===== src/rtl/multicycle_ctrl.sv =====
// Multicycle MIPS-subset control unit.
// Five-state FSM (FETCH/DECODE/EXEC/MEM/WB) with combinational control
// outputs and a retired-instruction counter. Reset is asynchronous active-low
// and also masks every strobe/request output while asserted.
module multicycle_ctrl (
    input  logic        clk,
    input  logic        reset,
    input  logic [5:0]  Opcode,
    input  logic [5:0]  Funct,
    input  logic        Zero,
    input  logic        IMAck,
    input  logic        DMAck,
    output logic        IMReq,
    output logic        DMReq,
    output logic        IRWE,
    output logic        PCWE,
    output logic        RegWE,
    output logic        DMWE,
    output logic [1:0]  PCSel,
    output logic [1:0]  RegA3Sel,
    output logic [1:0]  DatatoReg,
    output logic        ALUBSel,
    output logic [1:0]  EXTCtrl,
    output logic [2:0]  ALUOp,
    output logic [1:0]  SLCtrl,
    output logic [2:0]  State,
    output logic        Illegal,
    output logic [31:0] Retired
);

    typedef enum logic [2:0] {
        FETCH  = 3'b000,
        DECODE = 3'b001,
        EXEC   = 3'b010,
        MEM    = 3'b011,
        WB     = 3'b100
    } state_t;

    state_t state, next;
    logic   retire;

    // Instruction decode (IR is stable from DECODE onward)
    logic is_r, addu, subu, sll, jr, jalr;
    logic ori, lw, sw, beq, lui, j, jal, sh, sb;
    logic is_jump, is_mem, is_store, legal;

    assign is_r     = (Opcode == 6'b000000);
    assign addu     = is_r && (Funct == 6'b100001);
    assign subu     = is_r && (Funct == 6'b100011);
    assign sll      = is_r && (Funct == 6'b000000);
    assign jr       = is_r && (Funct == 6'b001000);
    assign jalr     = is_r && (Funct == 6'b001001);
    assign ori      = (Opcode == 6'b001101);
    assign lw       = (Opcode == 6'b100011);
    assign sw       = (Opcode == 6'b101011);
    assign beq      = (Opcode == 6'b000100);
    assign lui      = (Opcode == 6'b001111);
    assign j        = (Opcode == 6'b000010);
    assign jal      = (Opcode == 6'b000011);
    assign sh       = (Opcode == 6'b101001);
    assign sb       = (Opcode == 6'b101000);
    assign is_jump  = j | jal | jr | jalr;
    assign is_store = sw | sh | sb;
    assign is_mem   = lw | is_store;
    assign legal    = addu | subu | sll | jr | jalr | ori | lw | sw | beq |
                      lui | j | jal | sh | sb;

    assign State = state;

    // ALU controls derived purely from the opcode, so they stay constant
    // across EXEC, MEM and WB of one instruction
    logic [2:0] alu_op;
    logic       alu_bsel;
    logic [1:0] alu_ext;

    // ALU control decode
    always_comb begin
        alu_op   = 3'b000;
        alu_bsel = 1'b0;
        alu_ext  = 2'b00;
        if (subu)          alu_op = 3'b001;
        else if (sll)      alu_op = 3'b011;
        else if (beq) begin
            alu_op  = 3'b100;
            alu_ext = 2'b01;
        end else if (ori | lui) begin
            alu_op   = 3'b010;
            alu_bsel = 1'b1;
            alu_ext  = lui ? 2'b10 : 2'b00;
        end else if (is_mem) begin
            alu_bsel = 1'b1;
            alu_ext  = 2'b01;
        end
    end

    // State register
    always_ff @(posedge clk or negedge reset) begin
        if (!reset) state <= FETCH;
        else        state <= next;
    end

    // Retired-instruction counter, wraps naturally at 2^32
    always_ff @(posedge clk or negedge reset) begin
        if (!reset)      Retired <= '0;
        else if (retire) Retired <= Retired + 32'd1;
    end

    // Next-state and control outputs; reset low masks every output
    always_comb begin
        next      = state;
        retire    = 1'b0;
        IMReq     = 1'b0;
        DMReq     = 1'b0;
        IRWE      = 1'b0;
        PCWE      = 1'b0;
        RegWE     = 1'b0;
        DMWE      = 1'b0;
        PCSel     = 2'b00;
        RegA3Sel  = 2'b00;
        DatatoReg = 2'b00;
        ALUBSel   = 1'b0;
        EXTCtrl   = 2'b00;
        ALUOp     = 3'b000;
        SLCtrl    = 2'b00;
        Illegal   = 1'b0;

        if (state == EXEC || state == MEM || state == WB) begin
            ALUOp   = alu_op;
            ALUBSel = alu_bsel;
            EXTCtrl = alu_ext;
        end

        case (state)
            FETCH: begin
                IMReq = 1'b1;
                if (IMAck) begin
                    IRWE = 1'b1;
                    PCWE = 1'b1;
                    next = DECODE;
                end
            end
            DECODE: begin
                if (!legal) begin
                    Illegal = 1'b1;
                    next    = FETCH;
                end else if (is_jump) begin
                    PCWE   = 1'b1;
                    PCSel  = (j | jal) ? 2'b10 : 2'b11;
                    if (jal | jalr) begin
                        RegWE     = 1'b1;
                        RegA3Sel  = jal ? 2'b10 : 2'b00;
                        DatatoReg = 2'b10;
                    end
                    next   = FETCH;
                    retire = 1'b1;
                end else begin
                    next = EXEC;
                end
            end
            EXEC: begin
                if (beq) begin
                    PCWE   = Zero;
                    PCSel  = 2'b01;
                    next   = FETCH;
                    retire = 1'b1;
                end else if (is_mem) begin
                    next = MEM;
                end else begin
                    next = WB;
                end
            end
            MEM: begin
                DMReq  = 1'b1;
                DMWE   = is_store;
                SLCtrl = sh ? 2'b01 : (sb ? 2'b10 : 2'b00);
                if (DMAck) begin
                    next   = is_store ? FETCH : WB;
                    retire = is_store;
                end
            end
            WB: begin
                RegWE     = 1'b1;
                RegA3Sel  = is_r ? 2'b00 : 2'b01;
                DatatoReg = lw ? 2'b01 : 2'b00;
                next      = FETCH;
                retire    = 1'b1;
            end
            default: next = FETCH;
        endcase

        if (!reset) begin
            IMReq   = 1'b0;
            DMReq   = 1'b0;
            IRWE    = 1'b0;
            PCWE    = 1'b0;
            RegWE   = 1'b0;
            DMWE    = 1'b0;
            Illegal = 1'b0;
        end
    end

endmodule


===== config.mk =====
export PLATFORM = sky130hd
export DESIGN_NAME = multicycle_ctrl
export DESIGN_NICKNAME = d
export VERILOG_FILES = /design/src/rtl/multicycle_ctrl.sv
export SDC_FILE = /design/constraint.sdc
export NUM_CORES = 1
export LEC_CHECK = 0
export CAP_MARGIN = 10
export CORE_UTILIZATION = 45
export DETAILED_ROUTE_END_ITERATION = 10
export PLACE_DENSITY = 0.8
export SETUP_SLACK_MARGIN = 0.2
export SLEW_MARGIN = 0
export SYNTH_ARGS = -nofsm -noshare
export SYNTH_HDL_FRONTEND = slang
export SYNTH_SLANG_ARGS = --single-unit
export TNS_END_PERCENT = 5

===== constraint.sdc =====
create_clock -name clk -period 2.48 [get_ports clk]
set_input_delay 0.496 -clock clk [delete_from_list [all_inputs] [get_ports clk]]
set_output_delay 0.496 -clock clk [all_outputs]
set_load 0.01 [all_outputs]

==> results.ini, run 1 <==
[die]
die_y_um=69.73
die_area_um2=4862
top_level_ports=73
core_area_um2=4384
start_util_pct=47.09
die_w_um=69.73
fp-row-count=24

[grt]
grt_antenna_before_repair=0
grt_usage_pct=25.40
grt_remaining_overflow=0
grt_pass1_vias=2130
grt_pass1_wl_mm=9.901
grt_max_degree=36

[cts]
root_buffer=clkbuf_8
cts_hold_buf=0
htreeDepth=2
clkSlewWorstSetupHoldPaths_ns=0.07
cts_inserted_buffers=5
cts_tree=done
clk_latency_ns=0.29
clk_path_buf_depth=2
clock_sinks=35

[critical_path]
r2r-end=Retired[27]
r2r_start=Retired[2]
reg2reg_slack_ns=0.40
timing.critical_path.cells=buf_6 > or3b_4 > or4_4 > a21oi_2 > buf_4 > o21a_1 > buf_2
cp.arrival_ns=1.91
cp-start-kind=primary input
critPathMaxStageDelay_ns=0.42
cp_slowest_cell=or4_4
r2r_cells=7
worstSetupPathType=primary input to output pin
crit_path_end_kind=output pin
critPathTopFamily=simple AND/OR/NAND/NOR gates
critPathBufInv=3
required_ns=1.98
crit_path_max_fanout=2

[timing]
tns_ns=0
finalHoldViolations=0
skew_ns=0.006043
drv_slew=0
setup_viol=0
tightest_slew_ns=0.4350
post-route-period-util_pct=97.11
fin_crit_ns=2.408
relSlewSlack_pct=71.00
clock.fmax_ghz=0.4152
rsz0062_at_grt=true

[synth]
synth_largest_area_cell=dfrtp_1
synth_top_area_share_pct=42.42
syn_inst=226
synth_cell_types=40
ys_top_cells_by_area=dfrtp_1 (42%), xnor2_1 (13%), nand3_1 (5.1%), nand2_1 (4.0%), nor2_1 (4.0%)
avgSynthCellArea_um2=9.135
ys_seq_elements=35
yosys_warnings=0
synth.net_count=244
synth-main-ff-cell=dfrtp_1
synth_edf_count=0
synth.cell_area_um2=2064
seq_area_frac_synth_pct=42.42
ys_async_sr_fraction_pct=100.0

[placement]
postPlaceCellArea_um2=3095
numPortBuffers=72
hpwl_mm=4.169
gp_congestion=0.8828

[cells_and_area]
antenna_cells=0
area_growth_pct=63.52
fill_cells=301
fin_area_um2=3376
layout-drive-gt1-share_pct=30.86
final_cell_mix=buf_4 (47), clkdlybuf4s50_1 (39), dfrtp_1 (34), xnor2_1 (30), nand2_1 (22)
final_common_cell=buf_4
finalNetCount=367

[drt]
wirelength_mm=5.887
drtIter0Drc=168
wl_per_cell_um=14.64
route.vias.total=2184
drc=0
vias_per_cell=5.433
drt_first_pass_iters=4
final_antenna_net_count=0

[run]
drv_cap=0

[power]
finalPower_mw=1.514
irDropWorstVdd_mv=0.2458
p_leak_nw=1.517
p_per_area_nw_per_um2=448.5

[hold_path]
hp-class=primary input to async pin

[status]
outcome=finished clean

[metrics by stage]
| step | hold WS [ns] | setup WS (ns) | std cells | utilization (%) |
|---|---|---|---|---|
| after global routing | 0.3712 | 0.04211 | 402 | 77.00 |
| after detailed placement | 0.4710 | -0.6422 | 381 | 70.60 |
| after global placement | 0.4596 | -0.6374 | 381 | 70.60 |
| after CTS | 0.3344 | -0.03007 | 402 | 77.00 |
| final | 0.3264 | 0.07156 | 402 | 77.00 |
| after floorplan | 0.2004 | 0.2204 | 226 | - |
[flip-flops by register name, summed over array words and instances, names as in the netlist]
signal / cells
Retired: 32
State: 3
[worst register-to-register path: cells and delay by family, from the launching register on]
family / cells / cell delay, ns
XOR/XNOR: 1 / 0.14
buffers and inverters: 1 / 0.23
flip-flops: 1 / 0.46
AND/OR/NAND/NOR: 5 / 1.15
[layout make-up]
| class | instances | area, um^2 | area share (%) |
|---|---|---|---|
| multi-input combinational | 179 | 1226 | 36.32 |
| timing repair buffer | 126 | 1087 | 32.21 |
| sequential | 35 | 877.1 | 25.98 |
| clock buffer | 5 | 68.82 | 2.039 |
| tap | 52 | 65.06 | 1.927 |
| clock inverter | 3 | 43.79 | 1.297 |
| inverter | 2 | 7.507 | 0.2224 |
[per-layer routing]
layer	wire length, um	share of wire, %	global-route usage [%]
met5	0	0	0
met4	119	2.0	10.44
met3	325	5.5	5.233
met2	2971	50	41.32
met1	2471	42	33.02
[logic make-up (layout without fill, tap and decap cells)]
logic type,count (synthesis),in the layout,synth area share (%)
AOI/OAI and AO/OA,23,23,6.909
xor gates and xnor gates,31,31,13.15
adders and majority gates,1,1,0.6060
buffers and inverters,12,136,4.060
DFF,35,35,42.42
muxes,3,3,1.515
and+or+nand+nor,121,121,31.33
[where the power goes]
part / internal (mW) / switching, mW
logic: 0.188 / 0.187
clock network: 0.299 / 0.207
registers: 0.598 / 0.0354
[worst max path at each step]
| stage | depth (start not counted) | from | to |
|---|---|---|---|
| after detailed placement | 6 | Funct[3] | PCWE |
| final | 7 | Funct[5] | PCWE |
| after global placement | 6 | Funct[3] | PCWE |
| after floorplan | 8 | Funct[1] | Retired[22] |
| after CTS | 7 | Funct[5] | PCWE |
| after global routing | 7 | Funct[3] | PCWE |
[cell usage after synthesis, types with 2 or more instances]
master,n
dfrtp_1,35
xnor2_1,30
nand2_1,22
nor2_1,22
nand3_1,21
nand4_1,13
and3_1,12
a21oi_1,9
and2_1,5
buf_2,5
nor3_1,5
and4_1,4
nor4_1,4
buf_6,3
o21ai_0,3
or3b_1,3
a21o_1,2
inv_1,2
mux2i_1,2
nor2b_1,2
o21a_1,2
or2_2,2
[what timing repair did]
action / 4_1_cts / 5_1_grt
buffers inserted: 13 / 0
gates resized for setup: 126 / 0
setup endpoints to repair: 53 / 21
pin swaps: 18 / 2
No activity file was read; power rests on OpenSTA's default activity.
==> run 2, diff against run 1 <==
--- a/config.mk
+++ b/config.mk
@@ -8,8 +8,9 @@
 export CAP_MARGIN = 10
 export CORE_UTILIZATION = 45
 export DETAILED_ROUTE_END_ITERATION = 10
-export PLACE_DENSITY = 0.8
+export PLACE_DENSITY_LB_ADDON = 0.05
 export SETUP_SLACK_MARGIN = 0.2
+export SKIP_CTS_REPAIR_TIMING = 1
 export SLEW_MARGIN = 0
 export SYNTH_ARGS = -nofsm -noshare
 export SYNTH_HDL_FRONTEND = slang
==> run 2 against run 1 <==
Sequential share of layout area grew 0.98 points. Clock-buffer cell count is 2 higher. Register-to-register slack about the same. Via count shrank 4.2%. Critical endpoint is now Illegal. Maximum frequency increased by 1.5%. Cell count shrank 3.5%. Flip-flop and latch count is the same. Non-clock buffer count is 14 lower. Sequential power increased by 0.6%. Highest routed layer unchanged. Largest power group unchanged. First-iteration DRC count is 30% lower.
==> results.ini, run 2 (synthesis results as in run 1) <==
[critical_path]
cp.arrival_ns=1.88
path_depth=8
timing.critical_path.cells=dlymetal6s2s_1 > or3_4 > buf_4 > a21oi_1 > a21oi_1 > o21ai_2 > nor2_1 > dlymetal6s2s_1
reg2reg_slack_ns=0.39
critPathBufInv=3
crit_start=Opcode[0]
r2r_start=Retired[2]
worstSetupPathType=primary input to output pin
r2r_cells=7
cp-start-kind=primary input
cp_slowest_cell=or3_4
crit_path_max_fanout=5
critPathMaxStageDelay_ns=0.39
r2r-end=Retired[29]
required_ns=1.98
crit_path_end_kind=output pin
critPathTopFamily=buffers and inverters

[cells_and_area]
antenna_cells=0
largest_reg_flops=32
fin_area_um2=3253
fin_cells=388
finalNetCount=353
final_cell_mix=clkdlybuf4s50_1 (43), buf_4 (39), dfrtp_1 (34), xnor2_1 (30), nand2_1 (21)
final_common_cell=clkdlybuf4s50_1
area_growth_pct=57.58
regMostFlops=Retired
layout-drive-gt1-share_pct=26.49

[placement]
numPortBuffers=72
dp_cells=378
postPlaceCellArea_um2=3073
hpwl_mm=4.168
gp_congestion=0.8567

[drt]
drt_first_pass_iters=4
route.vias.total=2093
vias_per_cell=5.394
drtIter0Drc=118
final_antenna_net_count=0
drc=0
wl_per_cell_um=14.42
wirelength_mm=5.596

[die]
die_area_um2=4862
start_util_pct=47.09
core_area_um2=4384
die_w_um=69.73
die_y_um=69.73
top_level_ports=73
fp-row-count=24

[hold_path]
hp-class=primary input to async pin

[timing]
finalHoldViolations=0
tightest_slew_ns=0.4411
fin_crit_ns=2.372
clock.fmax_ghz=0.4216
drv_slew=0
setup_viol=0
skew_ns=0.006722
rsz0062_at_grt=true
post-route-period-util_pct=95.63
relSlewSlack_pct=70.60

[grt]
grt_max_degree=36
grt_remaining_overflow=0
grt_antenna_before_repair=0
grt_pass1_wl_mm=9.032
grt_pass1_vias=1895
grt_usage_pct=23.34

[cts]
htreeDepth=2
clock_sinks=35
clk_latency_ns=0.28
cts_tree=done
clkSlewWorstSetupHoldPaths_ns=0.07
clk_path_buf_depth=2
root_buffer=clkbuf_8
cts_inserted_buffers=5

[run]
drv_cap=0

[power]
irDropWorstVdd_mv=0.3271
p_leak_nw=1.578
p_per_area_nw_per_um2=420.0
finalPower_mw=1.366

[status]
outcome=finished clean

## run 2: metrics by stage
stage / worst slack [ns] / setup TNS, ns / util, % / hold slack [ns]
after global placement: -0.7051 / -17.80 / 70.09 / 0.4613
after floorplan: 0.2204 / 0 / - / 0.2004
after global routing: 0.05536 / 0 / 74.20 / 0.3672
after detailed placement: -0.6973 / -18.46 / 70.09 / 0.4655
final: 0.1083 / 0 / 74.20 / 0.3567
after CTS: -0.7115 / -9.480 / 71.95 / 0.3531
## run 2: per-layer routing
metal  up-vias  GRT usage, %  share of wire [%]  routed length [um]
li1       1013             -                  -                   -
met1      1016         33.80                 47                2616
met2        59         36.35                 48                2693
met3         5         4.797                4.4                 249
met4         0         4.667               0.64                  36
met5         -             0                  0                   0
## run 2: how the worst max path moves through the flow
stage	endpoint	slack (ns)
global route	SLCtrl[0]	0.06
floorplan	Retired[22]	0.22
global placement	Illegal	-0.71
finish	Illegal	0.11
detailed placement	Illegal	-0.70
CTS	Illegal	-0.71
## run 2: layout make-up
| cell class | count | area, um^2 |
|---|---|---|
| multi-input combinational | 179 | 1210 |
| fill | 351 | 1131 |
| timing repair buffer | 112 | 1012 |
| sequential | 35 | 877.1 |
| clock buffer | 7 | 76.32 |
| tap | 52 | 65.06 |
| inverter | 2 | 7.507 |
| clock inverter | 1 | 5.005 |
## run 2: power breakdown
group / leakage (nW) / total, mW / internal, mW / switching [mW]
clock network: 0.0422 / 0.389 / 0.197 / 0.192
logic: 1.05 / 0.341 / 0.169 / 0.172
registers: 0.482 / 0.637 / 0.598 / 0.0388
==> run 3, diff against run 2 <==
--- a/config.mk
+++ b/config.mk
@@ -8,6 +8,7 @@
 export CAP_MARGIN = 10
 export CORE_UTILIZATION = 45
 export DETAILED_ROUTE_END_ITERATION = 10
+export MAX_ROUTING_LAYER = met4
 export PLACE_DENSITY_LB_ADDON = 0.05
 export SETUP_SLACK_MARGIN = 0.2
 export SKIP_CTS_REPAIR_TIMING = 1
==> run 3 against run 2 <==
Largest power group unchanged. Critical endpoint is now SLCtrl[0]. Global-route usage increased by 0.75 points. Routed wire length increased by 3.4%. Core utilization increased by 0.26 points. Combinational power increased by 4%. Maximum frequency decreased by 0.67%. Clock power increased by 4%. Highest routed layer unchanged. Largest cell class unchanged. Flip-flop and latch count unchanged. Register-to-register slack got worse by 0.04 ns. Critical path type is now flop to output pin.
==> results.ini, run 3 (synthesis results as in run 1) <==
[status]
outcome=finished clean

[cells_and_area]
layout-drive-gt1-share_pct=26.71
antenna_cells=0
area_growth_pct=58.12
final_cell_mix=clkdlybuf4s50_1 (43), buf_4 (39), dfrtp_1 (34), xnor2_1 (30), nand2_1 (21)
regArea_um2=877.1
largest_reg_flops=32
fill_cells=352
fin_cells=389
final_common_cell=clkdlybuf4s50_1
multiInputGateArea_um2=1206
finalNetCount=354
regMostFlops=Retired

[die]
fp-row-count=24
die_y_um=69.73
core_area_um2=4384
top_level_ports=73
start_util_pct=47.09
die_area_um2=4862
die_w_um=69.73

[drt]
wl_met2_mm=2.777
wl_met1_mm=2.677
highest-signal-layer=met4
wirelength_mm=5.789
vias_per_cell=5.416
drt_first_pass_iters=4
route.vias.total=2107
drc=0
route.met3.wl_um=248
drtIter0Drc=99
final_antenna_net_count=0
wl_per_cell_um=14.88

[critical_path]
timing.critical_path.cells=inv_1 > nor2_4 > nand4_1 > nor3_1 > clkdlybuf4s50_1
r2r_start=State[2]
worstSetupPathType=flop to output pin
cp-start-kind=flop
r2r_cells=7
crit_path_max_fanout=6
cp_slowest_cell=clkdlybuf4s50_1
path_depth=5
cp.arrival_ns=1.89
r2r-end=Retired[1]
critPathMaxStageDelay_ns=0.57
crit_path_end_kind=output pin
critPathTopFamily=buffers and inverters
required_ns=1.98
critPathBufInv=2
reg2reg_slack_ns=0.35

[power]
irDropWorstVdd_mv=0.4400
clock_power_share_pct=29.0
finalPower_mw=1.394
p_sw_mw=0.4282
p_seq_share_pct=45.7
combPwrFrac_pct=25.3
p_leak_nw=1.583
p_per_area_nw_per_um2=427.1
internal_power_mw=0.9660
swShare_pct=30.71

[cts]
cts_tree=done
clock_sinks=35
root_buffer=clkbuf_8
clk_path_buf_depth=2
clkSlewWorstSetupHoldPaths_ns=0.07
clk_latency_ns=0.28
htreeDepth=2
cts_inserted_buffers=5

[timing]
relSlewSlack_pct=70.11
drv_slew=0
tightest_slew_ns=0.4483
finalHoldViolations=0
fin_crit_ns=2.388
skew_ns=0.007973
setup_viol=0
fin_ws_ns=0.09233
post-route-period-util_pct=96.28
clock.fmax_ghz=0.4188
rsz0062_at_grt=true

[placement]
dp_cells=378
pre_cts_ws_ns=-0.6704
numPortBuffers=72
hpwl_mm=4.172
gp_congestion=0.9011

[grt]
grt_max_degree=36
grt_usage_pct=24.09
grt_pass1_wl_mm=9.114
grt_antenna_before_repair=0
grt_remaining_overflow=0
grt_pass1_vias=1954

[run]
drv_cap=0

[hold_path]
hp-class=primary input to async pin

[run 3: changes by cell type in the layout (fill, tap and decap cells not counted)]
| cell | change |
|---|---|
| nor2_2 | +2 |
| nor3_2 | -2 |
| buf_2 | -1 |
| buf_6 | +1 |
| clkbuf_1 | -1 |
| clkbuf_2 | +1 |
| clkinvlp_4 | +1 |
| nor2_1 | -1 |
| nor2_4 | -1 |
| nor2b_1 | +1 |
| nor2b_2 | -1 |
| nor3_1 | +1 |
| nor3_4 | +1 |
[run 3: worst max-delay path by stage]
stage | start | to
floorplan | Funct[1] | Retired[22]
global placement | Funct[3] | PCWE
detailed placement | Funct[3] | PCSel[1]
CTS | Funct[3] | PCWE
global route | State[1] | SLCtrl[0]
finish | State[1] | SLCtrl[0]
[run 3: layer usage]
layer	global-route usage, %	vias to the layer above
met3	4.506	11
met1	31.66	1002
met5	-	-
met4	7.556	0
met2	37.86	66
li1	-	1028
[run 3: layout make-up]
cell class / instances / share of cell area (%)
Tap cell: 52 / 1.993
Timing Repair Buffer: 113 / 31.35
Clock buffer: 6 / 2.223
Multi-Input combinational cell: 179 / 36.95
Inverter: 2 / 0.2300
Clock inverter: 2 / 0.3833
Sequential cell: 35 / 26.87
[run 3: power by group through the flow]
| stage | clock network, mW | registers, mW | logic (mW) |
|---|---|---|---|
| after floorplan | 0 | 0.650 | 0.139 |
| after global routing | 0.438 | 0.642 | 0.380 |
| after CTS | 0.410 | 0.637 | 0.340 |
| after detailed placement | 0 | 0.647 | 0.338 |
| after global placement | 0 | 0.645 | 0.335 |
| final | 0.404 | 0.637 | 0.353 |
[run 3: through the flow]
stage          TNS [ns]  hold slack, ns  cell area [um^2]  util, %
2_1_floorplan         0          0.2004              2071        -
3_3_place_gp     -19.54          0.4603              3073    70.09
3_5_place_dp     -20.16          0.4635              3073    70.09
4_1_cts          -10.72          0.3466              3158    72.03
5_1_grt        -0.01182          0.3797              3264    74.46
6_report              0          0.3320              3264    74.46
